**config.mk**
```make
export PLATFORM = sky130hd
export DESIGN_NAME = bulls_cows_engine
export DESIGN_NICKNAME = d
export VERILOG_FILES = /design/src/rtl/bulls_cows_pkg.sv /design/src/rtl/bc_entry_check.sv /design/src/rtl/bulls_cows_engine.sv
export SDC_FILE = /design/constraint.sdc
export NUM_CORES = 1
export LEC_CHECK = 0
export BUFFER_PORTS_ARGS = -buffer_cell sky130_fd_sc_hd__buf_2
export CAP_MARGIN = 5
export CORE_ASPECT_RATIO = 1.5
export CORE_MARGIN = 10
export CORE_UTILIZATION = 45
export CTS_CLUSTER_DIAMETER = 60
export DETAILED_ROUTE_END_ITERATION = 8
export PLACE_DENSITY = 0.73
export SYNTH_ARGS = -nofsm -noshare
export SYNTH_HDL_FRONTEND = slang
export SYNTH_HIERARCHICAL = 1
export SYNTH_SLANG_ARGS = --single-unit
```
**constraint.sdc**
```tcl
create_clock -name clock -period 7.6 [get_ports clock]
set_clock_uncertainty 0.05 [all_clocks]
set_input_delay 1.52 -clock clock [delete_from_list [all_inputs] [get_ports clock]]
set_output_delay 1.52 -clock clock [all_outputs]
set_load 0.03 [all_outputs]
```
**src/rtl/bulls_cows_pkg.sv**
```systemverilog
// rtl/bulls_cows_pkg.sv - shared state encoding and digit limit for the bulls & cows core
package bulls_cows_pkg;

  typedef enum logic [2:0] {
    SET_SECRET = 3'd0,
    GUESS      = 3'd1,
    EVAL       = 3'd2,
    SCORE      = 3'd3,
    DONE       = 3'd4
  } bc_state_t;

  localparam int MAX_DIGIT = 9;

endpackage

```
**src/rtl/bc_entry_check.sv**
```systemverilog
// rtl/bc_entry_check.sv - combinational range and duplicate-digit check of a code entry
module bc_entry_check
  import bulls_cows_pkg::*;
#(
  parameter int NDIG = 4,
  parameter int DW   = 4
) (
  input  logic [NDIG*DW-1:0] code,
  output logic               valid
);

  always_comb begin
    valid = 1'b1;
    for (int i = 0; i < NDIG; i++) begin
      if (code[i*DW +: DW] > DW'(MAX_DIGIT)) valid = 1'b0;
      for (int j = i + 1; j < NDIG; j++) begin
        if (code[i*DW +: DW] == code[j*DW +: DW]) valid = 1'b0;
      end
    end
  end

endmodule

```
**src/rtl/bulls_cows_engine.sv**
```systemverilog
// rtl/bulls_cows_engine.sv - bulls & cows game core: secret/guess entry, serial scoring, attempt count
module bulls_cows_engine
  import bulls_cows_pkg::*;
#(
  parameter int NDIG         = 4,
  parameter int DW           = 4,
  parameter int MAX_ATTEMPTS = 10
) (
  input  logic                       clock,
  input  logic                       reset,
  input  logic                       confirma,
  input  logic [NDIG*DW-1:0]         SW,
  output logic [$clog2(NDIG+1)-1:0]  bulls,
  output logic [$clog2(NDIG+1)-1:0]  cows,
  output logic [7:0]                 attempts,
  output logic [2:0]                 state_o,
  output logic                       result_valid,
  output logic                       input_error,
  output logic                       win,
  output logic                       lose
);

  localparam int CW = $clog2(NDIG + 1);
  localparam int IW = $clog2(NDIG);

  bc_state_t           state_q, state_d;
  logic                conf_q;
  logic                confirm_evt;
  logic                entry_ok;
  logic [NDIG*DW-1:0]  secret;
  logic [NDIG*DW-1:0]  guess;
  logic [IW-1:0]       idx;
  logic [CW-1:0]       bacc, cacc;
  logic [DW-1:0]       g_dig;
  logic                hit_bull, hit_cow;
  logic [7:0]          attempts_inc;
  logic                win_now, lose_now;

  assign confirm_evt  = confirma & ~conf_q;
  assign state_o      = state_q;
  assign attempts_inc = attempts + 8'd1;
  assign win_now      = (bacc == CW'(NDIG));
  assign lose_now     = (attempts_inc == 8'(MAX_ATTEMPTS));

  bc_entry_check #(
    .NDIG (NDIG),
    .DW   (DW)
  ) u_entry_check (
    .code  (SW),
    .valid (entry_ok)
  );

  // One guess digit per cycle against every secret digit; secret digits are distinct.
  always_comb begin
    g_dig    = '0;
    hit_bull = 1'b0;
    hit_cow  = 1'b0;
    for (int i = 0; i < NDIG; i++) begin
      if (IW'(i) == idx) g_dig = guess[i*DW +: DW];
    end
    for (int j = 0; j < NDIG; j++) begin
      if (secret[j*DW +: DW] == g_dig) begin
        if (IW'(j) == idx) hit_bull = 1'b1;
        else               hit_cow  = 1'b1;
      end
    end
  end

  always_comb begin
    state_d = state_q;
    case (state_q)
      SET_SECRET: if (confirm_evt && entry_ok) state_d = GUESS;
      GUESS:      if (confirm_evt && entry_ok) state_d = EVAL;
      EVAL:       if (idx == IW'(NDIG - 1))    state_d = SCORE;
      SCORE: begin
        if (win_now || lose_now) state_d = DONE;
        else                     state_d = GUESS;
      end
      DONE:       state_d = DONE;
      default:    state_d = SET_SECRET;
    endcase
  end

  always_ff @(posedge clock) begin
    if (reset) begin
      state_q      <= SET_SECRET;
      conf_q       <= 1'b1;
      secret       <= '0;
      guess        <= '0;
      idx          <= '0;
      bacc         <= '0;
      cacc         <= '0;
      bulls        <= '0;
      cows         <= '0;
      attempts     <= '0;
      result_valid <= 1'b0;
      input_error  <= 1'b0;
      win          <= 1'b0;
      lose         <= 1'b0;
    end else begin
      state_q      <= state_d;
      conf_q       <= confirma;
      result_valid <= 1'b0;
      case (state_q)
        SET_SECRET: begin
          if (confirm_evt) begin
            if (entry_ok) begin
              secret      <= SW;
              input_error <= 1'b0;
            end else begin
              input_error <= 1'b1;
            end
          end
        end
        GUESS: begin
          if (confirm_evt) begin
            if (entry_ok) begin
              guess       <= SW;
              input_error <= 1'b0;
              bacc        <= '0;
              cacc        <= '0;
              idx         <= '0;
            end else begin
              input_error <= 1'b1;
            end
          end
        end
        EVAL: begin
          if (hit_bull)     bacc <= bacc + CW'(1);
          else if (hit_cow) cacc <= cacc + CW'(1);
          idx <= idx + IW'(1);
        end
        SCORE: begin
          bulls        <= bacc;
          cows         <= cacc;
          result_valid <= 1'b1;
          attempts     <= attempts_inc;
          if (win_now)       win  <= 1'b1;
          else if (lose_now) lose <= 1'b1;
        end
        default: ;
      endcase
    end
  end

endmodule

```
After elaboration in Yosys (flattened, before gate mapping)
Cells that the tools add are included.
{"block": "classes", "mux": 47, "eq_ne": 28, "reduce_logical": 15, "n_addsub": 4, "bitwise_logic": 3, "n_lt_le_gt_ge": 4}
{"operator": "4-bit equality test", "count": 10}
{"operator": "1-bit 2-to-1 mux", "count": 28}
{"operator": "3-bit 2-to-1 mux", "count": 9}
{"operator": "4-bit greater-than comparator (second input constant)", "count": 4}
{"operator": "4-bit 2-to-1 mux", "count": 4}
{"operator": "2-bit inequality test (second input constant)", "count": 8}
{"operator": "3-bit case mux with 5 select lines", "count": 1}
{"operator": "3-bit AND reduction", "count": 5}
{"operator": "3-bit case mux with 2 select lines", "count": 2}
{"operator": "8-bit by 1-bit adder with 8-bit output (second input constant)", "count": 1}
{"operator": "8-bit by 4-bit equality test with 1-bit output (second input constant)", "count": 1}
{"operator": "3-bit by 1-bit adder with 3-bit output (second input constant)", "count": 2}
{"operator": "3-bit by 2-bit equality test with 1-bit output (second input constant)", "count": 2}
{"operator": "3-bit equality test (second input constant)", "count": 2}
{"operator": "5-bit AND reduction", "count": 1}
{"operator": "2-bit equality test (first input constant)", "count": 2}
{"operator": "2-bit 2-to-1 mux", "count": 2}
{"operator": "2-bit case mux with 2 select lines", "count": 1}
{"operator": "2-bit AND reduction", "count": 2}
{"operator": "4-bit AND reduction", "count": 1}
{"operator": "3-bit by 1-bit equality test with 1-bit output (second input constant)", "count": 1}
{"operator": "3-bit zero test", "count": 1}
{"operator": "2-bit by 1-bit adder with 2-bit output (second input constant)", "count": 1}
{"operator": "1-bit by 2-bit equality test with 1-bit output (first input constant)", "count": 1}
{"operator": "8 further kinds", "count": 9}
{"block": "totals", "regBits": 62, "wordCells": 115, "in_bits": 19}

Longest topological paths before layout
Gate-level depths: netlist of run 1.
{"block": "logic_depth", "depth_word": 16, "mapped_depth": 11}

By module
The synthesis of run 1 kept the hierarchy.
{"mod": "bulls_cows_engine", "cells_each": 361, "seq_area_each_um2": 1241.2, "n_inst": 1, "area_per_inst_um2": 2990.4}
{"mod": "bc_entry_check", "cells_each": 37, "seq_area_each_um2": 0.0, "n_inst": 1, "area_per_inst_um2": 286.5}

Least setup slack after synthesis of run 1
Ideal clock, no wire load.
{"block": "synth_timing", "path_type": "input to register", "start": "in SW[2]", "end": "reg secret[10]", "setup_slack_ps": 4227, "arrival_time_ps": 3253, "stages": 9, "t_required_ps": 7480, "n_path_buf": 1, "path_cell_list": "xnor2_1 nand4_1 nand4_1 nor4_1 nand3_1 nor3_1 clkbuf_1 nand2_1 a21oi_1"}
{"block": "synth_between", "elab_chain_len": 12, "elab_cells_between_ends": 15}
{"element": "start, declared", "line": "bulls_cows_engine.sv:12", "rtl": "input logic [NDIG*DW-1:0] SW,"}
{"element": "4-bit greater-than comparator", "line": "bc_entry_check.sv:15", "rtl": "if (code[i*DW +: DW] > DW'(MAX_DIGIT)) valid = 1'b0;"}
{"element": "1-bit 2-to-1 mux", "line": "bc_entry_check.sv:15"}
{"element": "1-bit 2-to-1 mux (2 in series)", "line": "bc_entry_check.sv:17", "rtl": "if (code[i*DW +: DW] == code[j*DW +: DW]) valid = 1'b0;"}
{"element": "1-bit 2-to-1 mux (*)", "line": "bc_entry_check.sv:17"}
{"element": "1-bit 2-to-1 mux (*)", "line": "bc_entry_check.sv:15"}
{"element": "1-bit 2-to-1 mux (*) (2 in series)", "line": "bc_entry_check.sv:17"}
{"element": "1-bit 2-to-1 mux (*)", "line": "bc_entry_check.sv:15"}
{"element": "1-bit 2-to-1 mux (*)", "line": "bc_entry_check.sv:17"}
{"element": "1-bit 2-to-1 mux (*)", "line": "bc_entry_check.sv:15"}
{"element": "net entry_ok", "line": "bulls_cows_engine.sv:29", "rtl": "logic entry_ok;"}
{"element": "3-bit AND reduction (no source line) (*)"}
{"element": "end signal, assigned", "line": "bulls_cows_engine.sv:88", "rtl": "secret <= '0;"}
{"element": "end signal, assigned", "line": "bulls_cows_engine.sv:108", "rtl": "secret <= SW;"}
{"element": "end, declared", "line": "bulls_cows_engine.sv:30", "rtl": "logic [NDIG*DW-1:0] secret;"}
Mark *: on every way through the listed nets, which the timed path passes. The rest lies on a longest branch.
A chain may end at the register's enable or synchronous reset.

Worst setup path in the final report of run 1
{"block": "layout_timing", "start": "in SW[14]", "end": "reg guess[13]"}
{"block": "layout_between", "elab_chain_len": 9, "elab_cells_between_ends": 12}
{"element": "4-bit equality test", "line": "bc_entry_check.sv:17"}
{"element": "1-bit 2-to-1 mux", "line": "bc_entry_check.sv:17"}
{"element": "1-bit 2-to-1 mux", "line": "bc_entry_check.sv:15"}
{"element": "1-bit 2-to-1 mux (2 in series)", "line": "bc_entry_check.sv:17"}
{"element": "1-bit 2-to-1 mux", "line": "bc_entry_check.sv:15"}
{"element": "1-bit 2-to-1 mux", "line": "bc_entry_check.sv:17"}
{"element": "1-bit 2-to-1 mux (*)", "line": "bc_entry_check.sv:15"}
{"element": "net entry_ok", "line": "bulls_cows_engine.sv:29"}
{"element": "3-bit AND reduction (no source line) (*)"}
{"element": "end signal, assigned", "line": "bulls_cows_engine.sv:89", "rtl": "guess <= '0;"}
{"element": "end signal, assigned", "line": "bulls_cows_engine.sv:118", "rtl": "guess <= SW;"}
{"element": "end, declared", "line": "bulls_cows_engine.sv:31", "rtl": "logic [NDIG*DW-1:0] guess;"}
Marks and branches as above.

==> impl_metrics.py, run 1 <==
metrics = {
    "sta": {
        "drv_slew": 0,
        "setup_tns_ns": 0,
        "period_minus_slack_ns": 3.753,
        "worstMarginPinSlew_ns": 0.7891,
        "rsz0062_at_grt": "false",
        "finalCritPeriodShare_pct": 49.39,
        "hold_viol_final": 0,
        "timing.fmax_mhz": 266.4,
        "slew_headroom_pct": 47.40,
        "finalSetupViolations": 0,
    },
    "detailed_routing": {
        "top_layer": "met4",
        "wl_per_cell_um": 14.45,
        "antenna_left": 0,
        "detailroute.wirelength.met2_um": 3831,
        "drtPass1Iterations": 4,
        "wl_met1_um": 3218,
        "met3_length_um": 391,
        "remaining_drc_errors": 0,
        "wl_um": 7718,
        "dr.first_iter.drc_count": 169,
        "dr_total_vias": 2780,
        "vias_per_cell": 5.206,
    },
    "logic_synthesis": {
        "syn_nets": 426,
        "synth_area_um2": 3277,
        "synth.top_cell.area_share_pct": 37.88,
        "netlist_instances": 398,
        "synth_top_area_cell": "dfxtp_1",
        "synth_area_leaders": "dfxtp_1 (38%), nand2_1 (9.9%), xnor2_1 (8.6%), a21oi_1 (6.7%), xor2_1 (4.5%)",
        "synth-seq-area-share_pct": 37.88,
        "avgSynthCellArea_um2": 8.233,
        "synth_edf_count": 0,
        "synth_commonest_cells": "nand2_1 (86), dfxtp_1 (62), a21oi_1 (44), xnor2_1 (32), nor2_1 (21)",
        "synth.most_common_cell": "nand2_1",
        "synth_top_flop_cell": "dfxtp_1",
        "yosys_warnings": 6,
        "yosysUniqueCellTypes": 42,
        "ys_ff_latch": 62,
        "async_flop_share_pct": 0,
    },
    "power": {
        "p_seq_share_pct": 49.7,
        "p_int_uw": 509.6,
        "swShare_pct": 22.61,
        "ir_drop_mv": 0.09636,
        "power_uw": 658.4,
        "switching_power_uw": 148.9,
        "powerDensity_nw_per_um2": 177.2,
        "p_leak_uw": 0.001356,
        "clkPwrFrac_pct": 44.1,
        "pwr-share-comb_pct": 6.2,
    },
    "critical_path": {
        "startpoint_type": "input port",
        "required_ns": 7.82,
        "arrival_ns": 3.97,
        "crit_path_end_kind": "flop",
        "critPathKind": "in -> reg",
        "critical_path.max_fanout": 22,
    },
    "final_layout": {
        "nets": 457,
        "layoutNonFillerInstCount": 534,
        "final_layout_size_suffix_gt1_share_pct": 17.05,
        "fill_cells": 712,
        "regArea_um2": 1241,
        "area_growth_pct": 13.36,
        "antennaDiodeCount": 0,
        "multi_input_area_um2": 1897,
    },
    "die": {
        "die_h_um": 124.5,
        "rows": 38,
        "core_area_um2": 7179,
        "start_util_pct": 45.64,
        "die_w_um": 89.68,
        "ioPinCount": 40,
        "dieArea_um2": 11170,
    },
    "cts": {
        "cts_root_buf": "clkbuf_8",
        "clkTransAtPathRegs_ns": 0.07,
        "clock_latency_ns": 0.34,
        "post_cts_buffers": 0,
        "cts.sinks": 62,
        "clockBufferDepth": 2,
        "cts_tree": "done",
        "cts_hold_buf": 0,
        "cts_buffers": 9,
        "h-tree-depth": 3,
        "ctsResizeCount": 0,
    },
    "flow_run": {
        "drv_cap": 0,
    },
    "global_route": {
        "grt_pass1_vias": 2766,
        "grt_pass1_wl_um": 12680,
        "antenna_found_initial": 0,
        "grt.total_usage_pct": 14.19,
        "grt_max_degree": 66,
        "grt.overflow.total": 0,
    },
    "outcome": {
        "status": "complete, no violations",
    },
    "min_path": {
        "min_path_type": "reg -> reg",
    },
    "placed_design": {
        "routabilityCongestion": 0.8777,
        "io_buffers": 39,
        "dp.cells": 518,
        "dp_hpwl_um": 5642,
    },
}
[path summary, 6_finish.rpt]
kind                                 from   endpoint  slack [ns]  depth (start not counted)
worst min-delay path            guess[15]  guess[15]        0.40                          2
worst max register to register     idx[0]    cacc[0]        4.36                          8
worst max-delay path               SW[14]  guess[13]        3.85                          8
worst min register to register  guess[15]  guess[15]        0.40                          2
[logic make-up (layout without fill, tap and decap cells)]
kind of cell / Yosys count / in the layout / share of synthesized area, %
simple gates: 166 / 166 / 24.36
compound gates: 77 / 77 / 16.04
flops: 62 / 62 / 37.88
xor+xnor: 49 / 49 / 13.10
buf+inv: 32 / 68 / 4.238
fa+ha+maj: 9 / 9 / 3.436
mux: 3 / 3 / 0.9546
[sequential cells by signal, indices dropped and copies added (netlist names), 2 cells and up]
signal,flops
guess,16
secret,16
attempts,8
bacc,3
bulls,3
cacc,3
cows,3
state_o,3
idx,2
[cells in the final DEF, fill, tap and decap left out, types with 2 or more instances in the layout]
cell / n
and3_1: 3
nor2_1: 21
nor3b_2: 4
inv_1: 11
a211oi_1: 4
o211ai_1: 3
dfxtp_1: 62
nor2b_1: 4
nand2_1: 86
xnor2_1: 32
buf_2: 39
nor4_1: 3
xor2_1: 17
buf_4: 2
a21oi_1: 44
nand2b_1: 3
nand4_1: 11
or2_2: 3
a211oi_2: 4
ha_1: 9
mux2i_1: 2
a211oi_4: 4
o21ai_0: 7
o22ai_1: 4
or3_1: 3
clkinv_2: 3
nand3b_1: 4
clkbuf_8: 11
nand3_1: 5
and2_1: 4
nor3_1: 8
[layer usage]
metal	up-vias	GRT usage (%)
li1	1403	-
met1	1273	16.07
met5	-	0
met2	87	23.28
met3	17	2.880
met4	0	8.647
[critical path: stages]
cell,delay (ns)
buf_2,0.15
o21ai_0,0.25
nand4_1,0.13
nor4_1,0.56
and3_1,0.31
and2_1,0.66
nand2_1,0.23
a21oi_1,0.16
[power groups by stage]
stage               registers (uW)  logic (uW)  clock network [uW]
global placement               335        39.9                   0
finish                         327        41.1                 290
floorplan                      335        22.5                   0
detailed placement             335        40.5                   0
global route                   327        44.6                 311
CTS                            327        40.7                 296
[through the flow]
stage               hold WS [ns]  cell area, um^2  util [%]  setup WS, ns
global route              0.4282             3715     51.74         3.653
global placement          0.3906             3515     48.95         3.569
finish                    0.4016             3715     51.74         3.847
floorplan                 0.3821             3277         -         4.227
CTS                       0.4057             3715     51.74         3.886
detailed placement        0.3961             3515     48.95         3.532
[cell type report]
class | instances | share of cell area (%)
well taps | 100 | 3.368
flip-flops and latches | 62 | 33.41
repair buffers | 41 | 5.658
clock inverters | 4 | 1.213
clock buffers | 12 | 4.176
inverters | 11 | 1.111
multi-input cells | 304 | 51.06
Power figures use the tool's default switching activity.
==> run 2, diff against run 1 <==
PLACE_DENSITY = 0.76   (was 0.73)
clock period = 3.4 ns   (was 7.6 ns; I/O delays follow)
==> impl_metrics.py, run 2 (synthesis results as in run 1) <==
metrics = {
    "placed_design": {
        "routabilityCongestion": 0.8379,
        "pre_cts_ws_ns": 0.3889,
        "io_buffers": 39,
        "dp_hpwl_um": 5888,
    },
    "cts": {
        "clockBufferDepth": 2,
        "clkTransAtPathRegs_ns": 0.06,
        "clock_latency_ns": 0.34,
        "cts_tree": "done",
        "cts.sinks": 62,
        "cts_hold_buf": 0,
        "cts_root_buf": "clkbuf_8",
        "ctsResizeCount": 0,
        "cts_buffers": 9,
        "post_cts_buffers": 0,
        "h-tree-depth": 3,
    },
    "sta": {
        "finalCritPeriodShare_pct": 88.93,
        "worstMarginPinSlew_ns": 0.7095,
        "setup_tns_ns": 0,
        "period_minus_slack_ns": 3.024,
        "slew_headroom_pct": 52.70,
        "hold_ws_ns": 0.4028,
        "hold_viol_final": 0,
        "setup_ws_ns": 0.3763,
        "timing.fmax_mhz": 330.7,
        "rsz0062_at_grt": "false",
        "drv_slew": 0,
        "finalSetupViolations": 0,
    },
    "min_path": {
        "worstHoldStart": "cows[2]",
        "hold_end": "cows[2]",
        "min_path_type": "reg -> reg",
        "holdPathStages": 2,
    },
    "die": {
        "die_h_um": 124.5,
        "start_util_pct": 45.64,
        "die_w_um": 89.68,
        "ioPinCount": 40,
        "dieArea_um2": 11170,
        "rows": 38,
        "core_area_um2": 7179,
    },
    "final_layout": {
        "final_layout_size_suffix_gt1_share_pct": 17.62,
        "nets": 460,
        "reg_top3": "guess: 16 flops, secret: 16 flops, attempts: 8 flops",
        "antennaDiodeCount": 0,
        "final_util_pct": 52.06,
        "final_common_cell": "nand2_1",
        "fill_cells": 680,
        "area_growth_pct": 14.05,
        "mostFrequentLayoutCells": "nand2_1 (86), dfxtp_1 (62), a21oi_1 (44), buf_2 (39), xnor2_1 (32)",
    },
    "global_route": {
        "grt_pass1_vias": 2805,
        "antenna_found_initial": 0,
        "grt.overflow.total": 0,
        "grt.total_usage_pct": 14.88,
        "grt_pass1_wl_um": 13260,
        "grt_max_degree": 35,
    },
    "detailed_routing": {
        "wl_per_cell_um": 14.68,
        "dr_total_vias": 2813,
        "vias_per_cell": 5.238,
        "dr.first_iter.drc_count": 148,
        "drtPass1Iterations": 6,
        "remaining_drc_errors": 0,
        "antenna_left": 0,
        "wl_um": 7881,
    },
    "critical_path": {
        "r2r_end": "cacc[0]",
        "required_ns": 3.62,
        "rrSetupSlack_ns": 0.38,
        "arrival_ns": 3.25,
        "slowest_delay_ns": 0.64,
        "startpoint_type": "flop",
        "critical_path.max_fanout": 15,
        "reg2reg_depth": 8,
        "crit_path_end_kind": "flop",
        "critPathKind": "reg -> reg",
        "r2r_start": "idx[0]",
        "critPathBufInv": 0,
        "slowest_stage": "ha_1",
        "worstPathCellList": "ha_1, a211oi_2, a211oi_4, xor2_1, nor4_2, a211oi_1, or4b_1, o22ai_1",
        "cp_top_family": "simple AND/OR/NAND/NOR gates",
    },
    "power": {
        "power_uw": 1471,
        "powerDensity_nw_per_um2": 393.6,
        "pwr-share-comb_pct": 6.4,
        "p_int_uw": 1140,
        "p_leak_uw": 0.001373,
        "switching_power_uw": 331.2,
        "ir_drop_mv": 0.2669,
        "p_seq_share_pct": 49.7,
        "clkPwrFrac_pct": 43.8,
        "swShare_pct": 22.51,
    },
    "flow_run": {
        "drv_cap": 0,
    },
    "outcome": {
        "status": "complete, no violations",
    },
}
run 2: changes by cell type in the layout (fill, tap and decap cells not counted):
cell / previous run / this run
buf_4: 2 / 5
run 2: metal layers:
layer / global-route usage, % / vias up / share of wire, %
met4: 5.921 / 0 / 2.3
met3: 4.843 / 15 / 6.7
met2: 25.81 / 77 / 52
met5: 0 / - / 0
met1: 15.78 / 1313 / 39
li1: - / 1408 / -
run 2: layout make-up:
type	count	area [um^2]	area share (%)
Clock buffer	12	155.1	4.151
Clock inverter	4	45.04	1.205
Inverter	11	41.29	1.105
Multi-Input combinational cell	304	1897	50.75
Sequential cell	62	1241	33.21
Tap cell	100	125.1	3.348
Timing Repair Buffer	44	232.7	6.227
run 2: worst max-delay path by stage:
stage,end,from,depth (start not counted),slack (ns)
floorplan,cacc[0],idx[1],10,0.77
global placement,cacc[1],SW[12],11,0.40
detailed placement,cacc[1],SW[12],11,0.39
CTS,cacc[0],idx[0],8,0.37
global route,cacc[1],idx[0],9,0.16
finish,cacc[0],idx[0],8,0.38
run 2: worst min-delay path: stages, from the launching register on:
cell	delay, ns
dfxtp_1	0.31
nand2_1	0.05
a21oi_1	0.05
run 2: stage by stage:
stage	instances	instance area, um^2
5_1_grt	537	3737
3_5_place_dp	521	3537
4_1_cts	537	3737
6_report	537	3737
2_1_floorplan	398	3277
3_3_place_gp	521	3537
run 2: power by group through the flow:
stage / Sequential, uW / Clock, uW / Combinational [uW]
floorplan: 749 / 0 / 50.4
global placement: 748 / 0 / 90.4
detailed placement: 748 / 0 / 93.0
CTS: 732 / 658 / 93.4
global route: 732 / 695 / 102
finish: 732 / 645 / 94.5
==> run 3, diff against run 2 <==
ABC_AREA = 1   (was default)
BUFFER_PORTS_ARGS = default   (was -buffer_cell sky130_fd_sc_hd__buf_2)
DONT_BUFFER_PORTS = 1   (was default)
PLACE_DENSITY = 0.71   (was 0.76)
RECOVER_POWER = 25   (was default)
==> impl_metrics.py, run 3 <==
metrics = {
    "outcome": {
        "status": "complete, no violations",
    },
    "detailed_routing": {
        "drtPass1Iterations": 5,
        "wl_per_cell_um": 14.06,
        "remaining_drc_errors": 0,
        "antenna_left": 0,
        "dr.first_iter.drc_count": 180,
        "dr_total_vias": 3244,
        "vias_per_cell": 5.157,
        "wl_um": 8843,
    },
    "critical_path": {
        "worstPathCellList": "inv_1, ha_1, inv_2, nor2_1, nor2_1, nand2_2, nand2_2, nand2_1, nand2_1, nor2_1, nand3_1, nand2_1, o21ai_4, nand2_4, nand3_1, a21oi_1",
        "critical_path.max_fanout": 7,
        "cp_top_family": "simple AND/OR/NAND/NOR gates",
        "slowest_delay_ns": 0.37,
        "crit_path_end_kind": "flop",
        "startpoint_type": "flop",
        "arrival_ns": 2.69,
        "critPathBufInv": 2,
        "slowest_stage": "ha_1",
        "critPathKind": "reg -> reg",
        "required_ns": 3.60,
    },
    "logic_synthesis": {
        "synth_area_leaders": "dfxtp_1 (36%), nand2_1 (12%), nor2_1 (11%), o21ai_0 (6.9%), inv_1 (5.5%)",
        "synth_top_flop_cell": "dfxtp_1",
        "netlist_instances": 523,
        "synth_edf_count": 0,
        "synth_top_area_cell": "dfxtp_1",
        "avgSynthCellArea_um2": 6.629,
        "synth_commonest_cells": "nand2_1 (112), nor2_1 (100), dfxtp_1 (62), inv_1 (51), o21ai_0 (48)",
        "syn_nets": 551,
        "async_flop_share_pct": 0,
        "synth_area_um2": 3467,
        "synth.most_common_cell": "nand2_1",
        "yosysUniqueCellTypes": 27,
        "ys_ff_latch": 62,
        "synth.top_cell.area_share_pct": 35.80,
        "synth-seq-area-share_pct": 35.80,
        "yosys_warnings": 6,
    },
    "cts": {
        "cts.sinks": 62,
        "cts_hold_buf": 0,
        "cts_tree": "done",
        "clockBufferDepth": 2,
        "cts_root_buf": "clkbuf_16",
        "clock_latency_ns": 0.33,
        "post_cts_buffers": 0,
        "ctsResizeCount": 0,
        "h-tree-depth": 3,
        "cts_buffers": 9,
        "clkTransAtPathRegs_ns": 0.05,
    },
    "final_layout": {
        "reg_top3": "guess: 16 flops, secret: 16 flops, attempts: 8 flops",
        "nets": 550,
        "final_common_cell": "nand2_1",
        "area_growth_pct": 11.44,
        "antennaDiodeCount": 0,
        "final_layout_size_suffix_gt1_share_pct": 8.918,
        "mostFrequentLayoutCells": "nand2_1 (112), nor2_1 (100), dfxtp_1 (62), inv_1 (51), o21ai_0 (48)",
    },
    "placed_design": {
        "routabilityCongestion": 0.8320,
        "io_buffers": 0,
        "dp_hpwl_um": 6418,
    },
    "min_path": {
        "min_path_type": "in -> reg",
    },
    "die": {
        "die_h_um": 127.5,
        "core_area_um2": 7564,
        "rows": 39,
        "dieArea_um2": 11690,
        "die_w_um": 91.67,
        "start_util_pct": 45.84,
        "ioPinCount": 40,
    },
    "power": {
        "clkPwrFrac_pct": 51.9,
        "pwr-share-comb_pct": 5.4,
        "ir_drop_mv": 0.2397,
        "p_seq_share_pct": 42.7,
        "p_leak_uw": 0.001797,
        "swShare_pct": 21.56,
        "powerDensity_nw_per_um2": 453.4,
        "switching_power_uw": 377.7,
        "p_int_uw": 1374,
    },
    "sta": {
        "hold_viol_final": 0,
        "period_minus_slack_ns": 2.489,
        "slew_headroom_pct": 26.56,
        "finalCritPeriodShare_pct": 73.20,
        "finalSetupViolations": 0,
        "hold_ws_ns": 0.3687,
        "worstMarginPinSlew_ns": 1.100,
        "timing.fmax_mhz": 401.8,
        "rsz0062_at_grt": "false",
        "setup_tns_ns": 0,
        "drv_slew": 0,
    },
    "flow_run": {
        "drv_cap": 0,
    },
    "global_route": {
        "top_usage_layer": "met2",
        "grt_pass1_wl_um": 14830,
        "antenna_found_initial": 0,
        "gr-usage-met3_pct": 4.924,
        "grt.total_usage_pct": 15.32,
        "grt_util_met2_pct": 28.28,
        "grt_max_degree": 45,
        "use_met1_pct": 15.49,
        "grt.overflow.total": 0,
        "grt_pass1_vias": 3177,
    },
}
-- run 3: cell types whose count changed in the layout (fill, tap and decap cells not counted), moves of 17 or more --
cell / before / now
inv_1: 11 / 51
buf_2: 39 / 0
nand2_1: 86 / 112
nand3_1: 5 / 22
nor2_1: 21 / 100
xnor2_1: 32 / 4
o21ai_0: 7 / 48
-- run 3: cell families (layout without fill, tap and decap cells) --
kind of cell             after synthesis  count (layout)  share of synthesized area [%]
AO/OA/AOI/OAI                         83              83                          12.45
adder cells (fa/ha/maj)                9               9                          3.248
AND/OR/NAND/NOR                      281             281                          36.23
XOR/XNOR                              19              19                          4.800
flip-flops                            62              62                          35.80
buffers and inverters                 69              73                          7.470
-- run 3: per-stage QoR --
stage / utilization, % / cell area, um^2 / cells / power [uW] / setup WS [ns]
2_1_floorplan: - / 3467 / 523 / 838.9 / 1.125
5_1_grt: 51.08 / 3864 / 629 / 1807 / 0.6978
3_3_place_gp: 47.15 / 3566 / 613 / 854.1 / 0.9177
3_5_place_dp: 47.15 / 3566 / 613 / 854.8 / 0.8562
6_report: 51.08 / 3864 / 629 / 1752 / 0.9111
4_1_cts: 51.13 / 3867 / 629 / 1767 / 0.9073
-- run 3: layout make-up --
| cell class | count | area (um^2) |
|---|---|---|
| well taps | 102 | 127.6 |
| repair buffers | 3 | 18.77 |
| multi-input cells | 392 | 1972 |
| clock inverters | 4 | 45.04 |
| inverters | 54 | 202.7 |
| flip-flops and latches | 62 | 1241 |
| fillers | 754 | 3700 |
| clock buffers | 12 | 256.5 |
-- run 3: worst reg2reg max path, stage by stage, from the launching register on --
cell,delay (ns)
dfxtp_1,0.35
inv_1,0.09
ha_1,0.37
inv_2,0.13
nor2_1,0.12
nor2_1,0.06
nand2_2,0.13
nand2_2,0.09
nand2_1,0.07
nand2_1,0.05
nor2_1,0.19
nand3_1,0.10
nand2_1,0.12
o21ai_4,0.11
nand2_4,0.13
nand3_1,0.08
a21oi_1,0.17
-- run 3: worst paths after layout --
check	from	to	slack, ns	cells after the start
setup / recovery	idx[0]	bacc[1]	0.91	16
hold / removal	reset	lose	0.37	1
setup reg to reg	idx[0]	bacc[1]	0.91	16
hold reg to reg	guess[6]	guess[6]	0.41	2
-- run 3: metal layers --
layer | wire (um) | vias to the layer above | part of all wire, %
li1 | - | 1653 | -
met1 | 3493 | 1487 | 40
met2 | 4479 | 88 | 51
met3 | 701 | 16 | 7.9
met4 | 168 | 0 | 1.9
met5 | 0 | - | 0
-- run 3: power by group through the flow --
stage          clock, uW  combinational (uW)  sequential, uW
5_1_grt              951                 108             748
3_3_place_gp           0                92.0             762
4_1_cts              926                93.2             747
6_report             909                95.0             748
2_1_floorplan          0                79.1             760
3_5_place_dp           0                92.6             762
